===== config.mk =====
export PLATFORM = sky130hd
export DESIGN_NAME = eeprom_arbiter
export DESIGN_NICKNAME = d
export VERILOG_FILES = /design/src/rtl/eeprom_arbiter.sv
export SDC_FILE = /design/constraint.sdc
export NUM_CORES = 1
export LEC_CHECK = 0
export ABC_AREA = 1
export ABC_CLOCK_PERIOD_IN_PS = 4210
export BUFFER_PORTS_ARGS = -buffer_cell sky130_fd_sc_hd__buf_4
export CORE_ASPECT_RATIO = 1.1
export CORE_UTILIZATION = 39
export CTS_CLUSTER_SIZE = 40
export DETAILED_ROUTE_END_ITERATION = 10
export GPL_ROUTABILITY_DRIVEN = 0
export PLACE_DENSITY = 0.6
export SYNTH_ARGS = -nofsm -noshare
export SYNTH_HDL_FRONTEND = slang
export SYNTH_SLANG_ARGS = --single-unit

===== constraint.sdc =====
create_clock -name clk -period 4.21 [get_ports clk]
set_input_delay 0.421 -clock clk [delete_from_list [all_inputs] [get_ports clk]]
set_output_delay 0.421 -clock clk [all_outputs]
set_load 0.02 [all_outputs]

===== src/rtl/eeprom_arbiter.sv =====
// eeprom_arbiter
//   Round-robin scheduler placing byte read/write requests from two
//   requesters onto a serial EEPROM engine. It drives the engine strobes,
//   waits for eng_ack, returns completion and read data to the winner, and
//   holds off the next grant for GAP_CYCLES after every completed write.
//
// Parameters
//   GAP_CYCLES : idle cycles forced after each completed write (0 = none)
//   TMO_CYCLES : STROBE cycles allowed without eng_ack before abort
//                (only with EEPROM_ARB_TIMEOUT_EN defined)
//
// Build option
//   EEPROM_ARB_TIMEOUT_EN : enables the STROBE timeout and err0/err1.
//                           Undefined: err0/err1 tied 0, no timeout.
//
// Ports
//   clk, rst_n                 : clock, asynchronous active-low reset
//   req/we/addr/wdata 0,1      : requester inputs, held until done
//   done/rdata/err 0,1         : completion pulse, read byte, abort flag
//   busy                       : arbiter not idle
//   eng_wr/eng_rd/eng_addr/eng_wdata/eng_data_oe : engine strobes and bus
//   eng_rdata, eng_ack         : engine read data and completion
module eeprom_arbiter #(
  parameter logic [15:0] GAP_CYCLES = 16'd5000,
  parameter logic [19:0] TMO_CYCLES = 20'd200000
) (
  input  logic        clk,
  input  logic        rst_n,
  input  logic        req0,
  input  logic        req1,
  input  logic        we0,
  input  logic        we1,
  input  logic [10:0] addr0,
  input  logic [10:0] addr1,
  input  logic [7:0]  wdata0,
  input  logic [7:0]  wdata1,
  output logic        done0,
  output logic        done1,
  output logic [7:0]  rdata0,
  output logic [7:0]  rdata1,
  output logic        err0,
  output logic        err1,
  output logic        busy,
  output logic        eng_wr,
  output logic        eng_rd,
  output logic [10:0] eng_addr,
  output logic [7:0]  eng_wdata,
  output logic        eng_data_oe,
  input  logic [7:0]  eng_rdata,
  input  logic        eng_ack
);

  typedef enum logic [1:0] {IDLE, GRANT, STROBE, GAP} state_t;

  state_t      state_reg, state_next;
  logic        id_reg;        // 0/1: requester being served
  logic        we_reg;
  logic [10:0] addr_reg;
  logic [7:0]  wdata_reg;
  logic        last_gnt_reg;  // requester granted most recently
  logic [15:0] gap_cnt_reg;
  logic        done0_reg, done1_reg;
  logic [7:0]  rdata0_reg, rdata1_reg;
  logic        finish;        // engine acked the transaction in flight
  logic        abort;         // transaction in flight timed out
  logic        tmo_hit;
  logic        winner;

  // With both requesting, the one not served last wins.
  assign winner = req1 & (~req0 | ~last_gnt_reg);

`ifdef EEPROM_ARB_TIMEOUT_EN
  logic [19:0] tmo_cnt_reg;
  logic        err0_reg, err1_reg;

  // Cleared in GRANT so it counts STROBE cycles only.
  assign tmo_hit = (tmo_cnt_reg == TMO_CYCLES - 20'd1);

  always_ff @(posedge clk or negedge rst_n) begin
    if (!rst_n) begin
      tmo_cnt_reg <= '0;
      err0_reg    <= 1'b0;
      err1_reg    <= 1'b0;
    end else begin
      if (state_reg == GRANT)
        tmo_cnt_reg <= '0;
      else if (state_reg == STROBE)
        tmo_cnt_reg <= tmo_cnt_reg + 20'd1;
      err0_reg <= abort & ~id_reg;
      err1_reg <= abort &  id_reg;
    end
  end

  assign err0 = err0_reg;
  assign err1 = err1_reg;
`else
  logic unused_tmo;
  assign unused_tmo = ^TMO_CYCLES;
  assign tmo_hit    = 1'b0;
  assign err0       = 1'b0;
  assign err1       = 1'b0;
`endif

  always_comb begin
    state_next  = state_reg;
    finish      = 1'b0;
    abort       = 1'b0;
    eng_wr      = 1'b0;
    eng_rd      = 1'b0;
    eng_data_oe = 1'b0;
    case (state_reg)
      IDLE: begin
        if (req0 | req1)
          state_next = GRANT;
      end
      GRANT: begin
        // A request withdrawn before GRANT leaves nothing to serve.
        state_next = (req0 | req1) ? STROBE : IDLE;
      end
      STROBE: begin
        eng_wr      =  we_reg;
        eng_rd      = ~we_reg;
        eng_data_oe =  we_reg;
        if (eng_ack) begin
          finish     = 1'b1;
          state_next = (we_reg && GAP_CYCLES != 16'd0) ? GAP : IDLE;
        end else if (tmo_hit) begin
          abort      = 1'b1;
          state_next = IDLE;
        end
      end
      GAP: begin
        if (gap_cnt_reg == 16'd0)
          state_next = IDLE;
      end
      default: state_next = IDLE;
    endcase
  end

  always_ff @(posedge clk or negedge rst_n) begin
    if (!rst_n) begin
      state_reg    <= IDLE;
      id_reg       <= 1'b0;
      we_reg       <= 1'b0;
      addr_reg     <= '0;
      wdata_reg    <= '0;
      last_gnt_reg <= 1'b1;
      gap_cnt_reg  <= '0;
      done0_reg    <= 1'b0;
      done1_reg    <= 1'b0;
      rdata0_reg   <= '0;
      rdata1_reg   <= '0;
    end else begin
      state_reg <= state_next;
      if (state_reg == GRANT && (req0 | req1)) begin
        id_reg       <= winner;
        we_reg       <= winner ? we1    : we0;
        addr_reg     <= winner ? addr1  : addr0;
        wdata_reg    <= winner ? wdata1 : wdata0;
        last_gnt_reg <= winner;
      end
      if (finish && we_reg)
        gap_cnt_reg <= GAP_CYCLES - 16'd1;
      else if (state_reg == GAP && gap_cnt_reg != 16'd0)
        gap_cnt_reg <= gap_cnt_reg - 16'd1;
      done0_reg <= (finish | abort) & ~id_reg;
      done1_reg <= (finish | abort) &  id_reg;
      if (finish && !we_reg) begin
        if (id_reg) rdata1_reg <= eng_rdata;
        else        rdata0_reg <= eng_rdata;
      end
    end
  end

  assign done0     = done0_reg;
  assign done1     = done1_reg;
  assign rdata0    = rdata0_reg;
  assign rdata1    = rdata1_reg;
  assign busy      = (state_reg != IDLE);
  assign eng_addr  = addr_reg;
  assign eng_wdata = wdata_reg;

endmodule


Yosys cells after proc, flatten, opt, wreduce, memory -nomap -nowiden
Index checks and enable logic that the tools add are counted.
{ "word_totals": {"register_bits": 58, "input_bits": 53} }
{ "op_classes": {"eq_ne": 6, "reduce_logical": 13, "n_mux": 15, "bitwise_logic": 9, "addsub": 1} }
{ "op_table": {"columns": ["cell", "count"], "rows": [
  ["$mux 16", 2],
  ["$logic_not 16->1", 1],
  ["$reduce_bool 16->1", 1],
  ["$sub 16x1->16 const B", 1],
  ["$mux 11", 1],
  ["$mux 2", 5],
  ["$mux 8", 1],
  ["$pmux 2 s4", 1],
  ["$ne 2x2->1 const B", 3],
  ["$mux 1", 5],
  ["$eq 2x2->1 const B", 2],
  ["$logic_and 1x1->1", 4],
  ["$not 1->1", 4],
  ["$reduce_and 2->1", 2],
  ["$reduce_bool 2->1", 2],
  ["$and 1x1->1", 3],
  ["$reduce_and 3->1", 1],
  ["$eq 2x1->1 const B", 1],
  ["$logic_not 2->1", 1],
  ["$or 1x1->1", 2],
  ["$logic_not 1->1", 1]
]} }

Logic depth before layout (Yosys ltp)
Gate-level depths: netlist of the first run.
{ "logic_depth": {"depth_word": 4, "mapped_depth": 10, "depth_no_buf": 10} }

Worst setup path after synthesis of the first run
No wires, ideal clock.
{ "synth_timing": {"path_kind": "reg-to-reg", "startpoint": "register gap_cnt_reg[0]", "endpoint": "register gap_cnt_reg[7]", "t_required_ns": 4.093, "arrival_time_ns": 1.376, "setup_time_ns": 0.117, "path_buffers": 1, "period_less_slack_ns": 1.493, "slack_ns": 2.717, "stages_incl_launch_ff": 11, "cell_sequence": "dfrtp_1 > inv_1 > ha_1 > nand2_2 > nor2_2 > nand2_1 > nand2_2 > nand2_4 > buf_6 > nand2_1 > o21ai_2"} }
{ "synth_via": {"elab_chain_cells": 3, "elab_cells_between_ends": 6} }
{ "synth_lines": {"columns": ["element", "line_no", "source"], "rows": [
  ["start, declared", "61", "logic [15:0] gap_cnt_reg;"],
  ["start signal, assigned", "163", "gap_cnt_reg <= GAP_CYCLES - 16'd1;"],
  ["start signal, assigned", "165", "gap_cnt_reg <= gap_cnt_reg - 16'd1;"],
  ["$sub 16x1->16 / $reduce_bool 16->1 (equally long branches)", "165, 164", null],
  ["$mux 16 / $logic_and 1x1->1 (equally long branches)", "164", "else if (state_reg == GAP && gap_cnt_reg != 16'd0)"],
  ["$mux 16 / $reduce_bool 2->1 (equally long branches)", null, null]
]} }
Several ways; a longest one is shown, not always the timed one. The select of a mux whose other input is x is not followed.
A chain may end at the register's enable or synchronous reset.

Worst setup path in the final report of the first run
{ "layout_timing": {"startpoint": "register last_gnt_reg", "endpoint": "register we_reg"} }
{ "layout_via": {"elab_chain_cells": 4} }
{ "layout_lines": {"columns": ["element", "line_no", "source"], "rows": [
  ["start, declared", "60", "logic last_gnt_reg;"],
  ["start signal, assigned", "160", "last_gnt_reg <= winner;"],
  ["$not 1->1", "70", "assign winner = req1 & (~req0 | ~last_gnt_reg);"],
  ["$or 1x1->1", "70", null],
  ["$and 1x1->1", "70", null],
  ["$mux 1", "157", "we_reg <= winner ? we1 : we0;"],
  ["end signal, assigned", "157", null],
  ["end, declared", "57", "logic we_reg;"]
]} }
Every way passes these cells.

==> results of run 1 <==
[cell type report]
class,count,area (um^2)
clock buffer,12,155.1
sequential,58,1453
timing repair buffer,94,705.7
multi-input combinational,264,1232
tap,85,106.4
fill,673,3229
clock inverter,4,73.82
inverter,35,131.4
[metal layers]
| layer | up-vias | wire [um] | global-route usage |
|---|---|---|---|
| met5 | - | 0 | 0 |
| met4 | 0 | 129 | 0.09052 |
| met3 | 12 | 512 | 0.05793 |
| met2 | 92 | 3155 | 0.3081 |
| met1 | 1180 | 3178 | 0.2338 |
| li1 | 1368 | - | - |
[how the worst min path moves through the flow]
| stage | to | cells past startpoint |
|---|---|---|
| 3_3_place_gp | done0 | 1 |
| 2_1_floorplan | done0 | 0 |
| 4_1_cts | rdata1[4] | 1 |
| 3_5_place_dp | done0 | 1 |
| 6_report | gap_cnt_reg[6] | 1 |
| 5_1_grt | gap_cnt_reg[0] | 1 |
[worst reg2reg max path: stages (launching register included)]
cell and delay (ns):
dfstp_2 0.53, nand2_1 0.05, nand2_1 0.47, inv_1 0.50
o21ai_0 0.27, o22ai_1 0.09
[per-stage QoR]
stage / area [um^2] / utilization / setup WS [ns] / hold WS [ns]
detailed placement: 3628 / 0.5120 / 2.189 / 0.4665
global placement: 3628 / 0.5120 / 2.258 / 0.4500
floorplan: 2903 / - / 2.717 / 0.1254
global route: 3857 / 0.5443 / 2.001 / 0.2015
CTS: 3857 / 0.5443 / 2.177 / 0.1733
finish: 3857 / 0.5443 / 2.171 / 0.1476
[cells by family after synthesis]
group                      synth area share
AOI/OAI and AO/OA                    0.1079
xor gates and xnor gates           0.003022
adders and majority gates          0.004315
buffers and inverters               0.07510
DFF                                  0.5011
other                              0.001294
and+or+nand+nor                      0.3073
[synth_stat cells, drive strengths merged]
| cell | n | area, um^2 |
|---|---|---|
| xor2 | 1 | 8.760 |
| nand3 | 13 | 70.07 |
| o21bai | 1 | 7.510 |
| clkbuf | 4 | 15.01 |
| buf | 11 | 71.32 |
| dfstp | 1 | 26.28 |
| a21oi | 1 | 8.760 |
| inv | 35 | 131.4 |
| dfrtp | 57 | 1426 |
| conb | 1 | 3.750 |
| a31oi | 19 | 118.9 |
| nand2 | 127 | 504.2 |
| o21ai | 29 | 163.9 |
| o22ai | 1 | 6.260 |
| ha | 1 | 12.51 |
| nor2 | 56 | 232.7 |
| nor3 | 3 | 26.28 |
| nand4 | 8 | 50.05 |
| nand3b | 1 | 7.510 |
| o31ai | 1 | 7.510 |
[report_power, final]
part | switching (mW) | internal [mW] | leakage (nW) | total [mW]
clock | 0.228 | 0.366 | 0.117 | 0.594
sequential | 0.173 | 0.806 | 0.706 | 0.979
combinational | 0.855 | 0.542 | 1.19 | 1.40
total | 1.26 | 1.71 | 2.01 | 2.97
==> results.tsv, run 1 <==
metric	value	unit
minimum clock period	2.039	ns
root buffer cell	clkbuf_8	
postcts setup bufs	0	
htree depth	3	
Reg2Reg Setup Slack	2.17	ns
clk slew on worst S/H paths	0.07	ns
hold-fix buffers at CTS	0	
Core Rows	32	
DP Cell Count	536	
critical path class	reg -> reg	
DP Wirelength	4.998	mm
Yosys cell types	31	
1st-iter DRT viols	110	
Die Wd	84.21	um
CP required	4.42	ns
area of the die	7783	um^2
DRC Markers	4	
vias in the first global route	2595	
crit path DAT	2.25	ns
final setup violating endpoints	0	
share of layout cells above drive strength 1	0.2869	
Worst slew margin	0.5097	
WP depth	5	
port buffer count	93	
Crit Reg-Reg Endpoint	we_reg	
Initial Utilization	0.4091	
Crit path max-delay family	flip-flops	
PD cells	770.0	nW/um^2
Power Total	2.970	mW
global route overflow	0	
Synth Warn #	0	
Layout area overhead	33.06	%
largest fanout on the critical path	21	
CP dominant cell by count	nand2_1	
clock sink total	58	
P_leak	2.008	nW
GRT Total Usage	0.1910	
WP buf/inv	1	
worst vdd ir	0.0002698	V
Worst path slowest cell	dfstp_2	
Avg WL per Cell	12.64	um
vias	2652	
CTS Buf Count	9	
reg2reg path depth	5	
RR Startpoint	last_gnt_reg	
antenna-violating nets left	0	
commonest non-fill, non-tap cell in the layout	nand2_1	
cells along the critical path	nand2_1 -> nand2_1 -> inv_1 -> o21ai_0 -> o22ai_1	
CTS Buffer Depth	2	
Final Skew	0.007521	ns
Worst path max stage delay	0.53	ns
pin count of the biggest net entering global routing	59	
Avg Cell Area, Syn	7.814	um^2
source of the critical timing path	last_gnt_reg	
Setup TNS	0	ns
TritonRoute pass-1 iters	7	
unrepaired setup endpoints after global routing	no	
maxcap violations	0	
die height	92.43	um
TritonCTS clock tree	done	
Seq cells post-synth	58	
Post-Synthesis Cells	371	
clk_lat worst skew	0.34	ns
fin crit share	0.4842	
crit path to	we_reg	
status	complete, but fails checks	
Worst setup SP type	register	
diode count	0	
DRT Wirelength	6.976	mm
CTS resizes	0	
final hold violations	0	
Final Non-Filler Cells	552	
antenna violations before repair	0	
max frequency	0.4905	GHz
max FFs per register	16	
Post-Syn Area	2899	um^2
post-synthesis sequential area ratio	0.5011	
# IOs	96	
Core Region	7087	um^2
failing checks	design-rule violations	
Final Net Count	516	
Worst Max-Slew Pin Slew	0.7355	ns
Crit. End Element	register	
worst min path class	in -> async	
vias per cell	4.804	
first-pass GRT wire length	11.67	mm
Slew Limit Fails	0	
most frequent cells in the layout	nand2_1, buf_4, dfrtp_1	
(Power assumes the default switching activity.)
==> inputs of run 2 (changes only) <==
--- a/config.mk
+++ b/config.mk
@@ -6,7 +6,7 @@
 export NUM_CORES = 1
 export LEC_CHECK = 0
 export ABC_AREA = 1
-export ABC_CLOCK_PERIOD_IN_PS = 4210
+export ABC_CLOCK_PERIOD_IN_PS = 1900
 export BUFFER_PORTS_ARGS = -buffer_cell sky130_fd_sc_hd__buf_4
 export CORE_ASPECT_RATIO = 1.1
 export CORE_UTILIZATION = 39
==> constraint.sdc (replaced) <==
create_clock -name clk -period 1.9 [get_ports clk]
set_input_delay 0.19 -clock clk [delete_from_list [all_inputs] [get_ports clk]]
set_output_delay 0.19 -clock clk [all_outputs]
set_load 0.02 [all_outputs]
==> results.tsv, run 2 (synthesized netlist as in run 1, its figures left out) <==
metric	value	unit
DP Cell Count	537	
worst min path class	in -> reg	
Power Total	6.586	mW
# IOs	96	
clk slew on worst S/H paths	0.07	ns
RR Startpoint	gap_cnt_reg[0]	
vias per cell	4.771	
DRT Wirelength	6.861	mm
diode count	0	
critical path class	reg -> reg	
CTS Buffer Depth	2	
Avg WL per Cell	12.38	um
Metal-1 WL	3.012	mm
DP Wirelength	4.889	mm
vias	2643	
status	complete, but fails checks	
Worst Max-Slew Pin Slew	0.7436	ns
Worst setup SP type	register	
Core Region	7087	um^2
largest fanout on the critical path	13	
TritonCTS clock tree	done	
most frequent cells in the layout	nand2_1, buf_4, dfrtp_1	
Worst slew margin	0.5043	
highest routed layer	met4	
port buffer count	93	
Setup TNS	0	ns
DP Worst Slack	0.1961	ns
global route overflow	0	
metal3 WL	575	um
antenna-violating nets left	0	
minimum clock period	1.695	ns
Final Non-Filler Cells	554	
Crit. End Element	register	
P_leak	2.015	nW
crit path DAT	1.96	ns
root buffer cell	clkbuf_8	
CTS Buf Count	9	
Fillers	693	
PD cells	1698	nW/um^2
Register Area	1453	um^2
worst vdd ir	0.0007764	V
GRT Total Usage	0.1917	
max frequency	0.5898	GHz
unrepaired setup endpoints after global routing	no	
final setup violating endpoints	0	
vias in the first global route	2552	
Reg2Reg Setup Slack	0.20	ns
metal2 WL	3.180	mm
Die Wd	84.21	um
utilization after layout	0.5471	
commonest non-fill, non-tap cell in the layout	nand2_1	
max FFs per register	16	
failing checks	design-rule violations	
Final WS setup	0.2046	ns
Layout area overhead	33.75	%
area of the die	7783	um^2
final hold violations	0	
clock sink total	58	
htree depth	3	
antenna violations before repair	0	
area taken by multi-input logic gates	1235	um^2
1st-iter DRT viols	123	
TritonRoute pass-1 iters	7	
die height	92.43	um
Final Skew	0.007065	ns
maxcap violations	0	
first-pass GRT wire length	11.74	mm
share of layout cells above drive strength 1	0.2900	
source of the critical timing path	gap_cnt_reg[0]	
worst hold start	addr1[9]	
fin crit share	0.8923	
Core Rows	32	
Final Net Count	518	
clk_lat worst skew	0.33	ns
Slew Limit Fails	0	
CP required	2.17	ns
DRC Markers	4	
reg2reg path depth	10	
pin count of the biggest net entering global routing	59	
Initial Utilization	0.4091	
hold path depth	3	
## run 2: power by group
group	internal, mW	switching, mW	total [mW]	leakage [nW]
Clock	0.811	0.498	1.31	0.117
Sequential	1.79	0.387	2.17	0.706
Combinational	1.21	1.89	3.10	1.19
## run 2: repair_timing
action	4_1_cts	5_1_grt
resized for setup	0	1
buffers inserted	0	0
setup endpoints to repair	0	5
endpoints found under the hold margin	57	0
hold buffers	1	0
## run 2: worst paths after layout
path | end
max in group asynchronous | gap_cnt_reg[13]
min in group asynchronous | gap_cnt_reg[11]
min | eng_addr[9]
max reg2reg | gap_cnt_reg[10]
min reg2reg | done0
max | gap_cnt_reg[10]
## run 2: area by class of cell
type / instances / share of cell area
inverter: 35 / 0.03388
tap: 85 / 0.02743
multi-input combinational: 264 / 0.3185
timing repair buffer: 96 / 0.1865
sequential: 58 / 0.3746
clock buffer: 12 / 0.04001
clock inverter: 4 / 0.01904
## run 2: critical path, cell delays in order (launching register included)
cell and delay, ns:
dfrtp_1 0.38, inv_1 0.11, ha_2 0.24, nand2_2 0.10, nor2_2 0.15, nand2_1 0.08
nand2_2 0.11, nand2_4 0.13, inv_2 0.19, nand2_1 0.08, nand2_1 0.06
## run 2: per-stage QoR
step	cell area, um^2	hold slack [ns]
floorplan	2903	-0.1056
global route	3877	0.1214
global placement	3636	0.3153
finish	3877	0.1167
detailed placement	3636	0.3161
CTS	3875	0.1057
## run 2: metal layers
metal / up-vias / global-route usage
met1: 1181 / 0.2369
met4: 0 / 0.07759
met2: 86 / 0.3101
li1: 1368 / -
met5: - / 0
met3: 8 / 0.06239
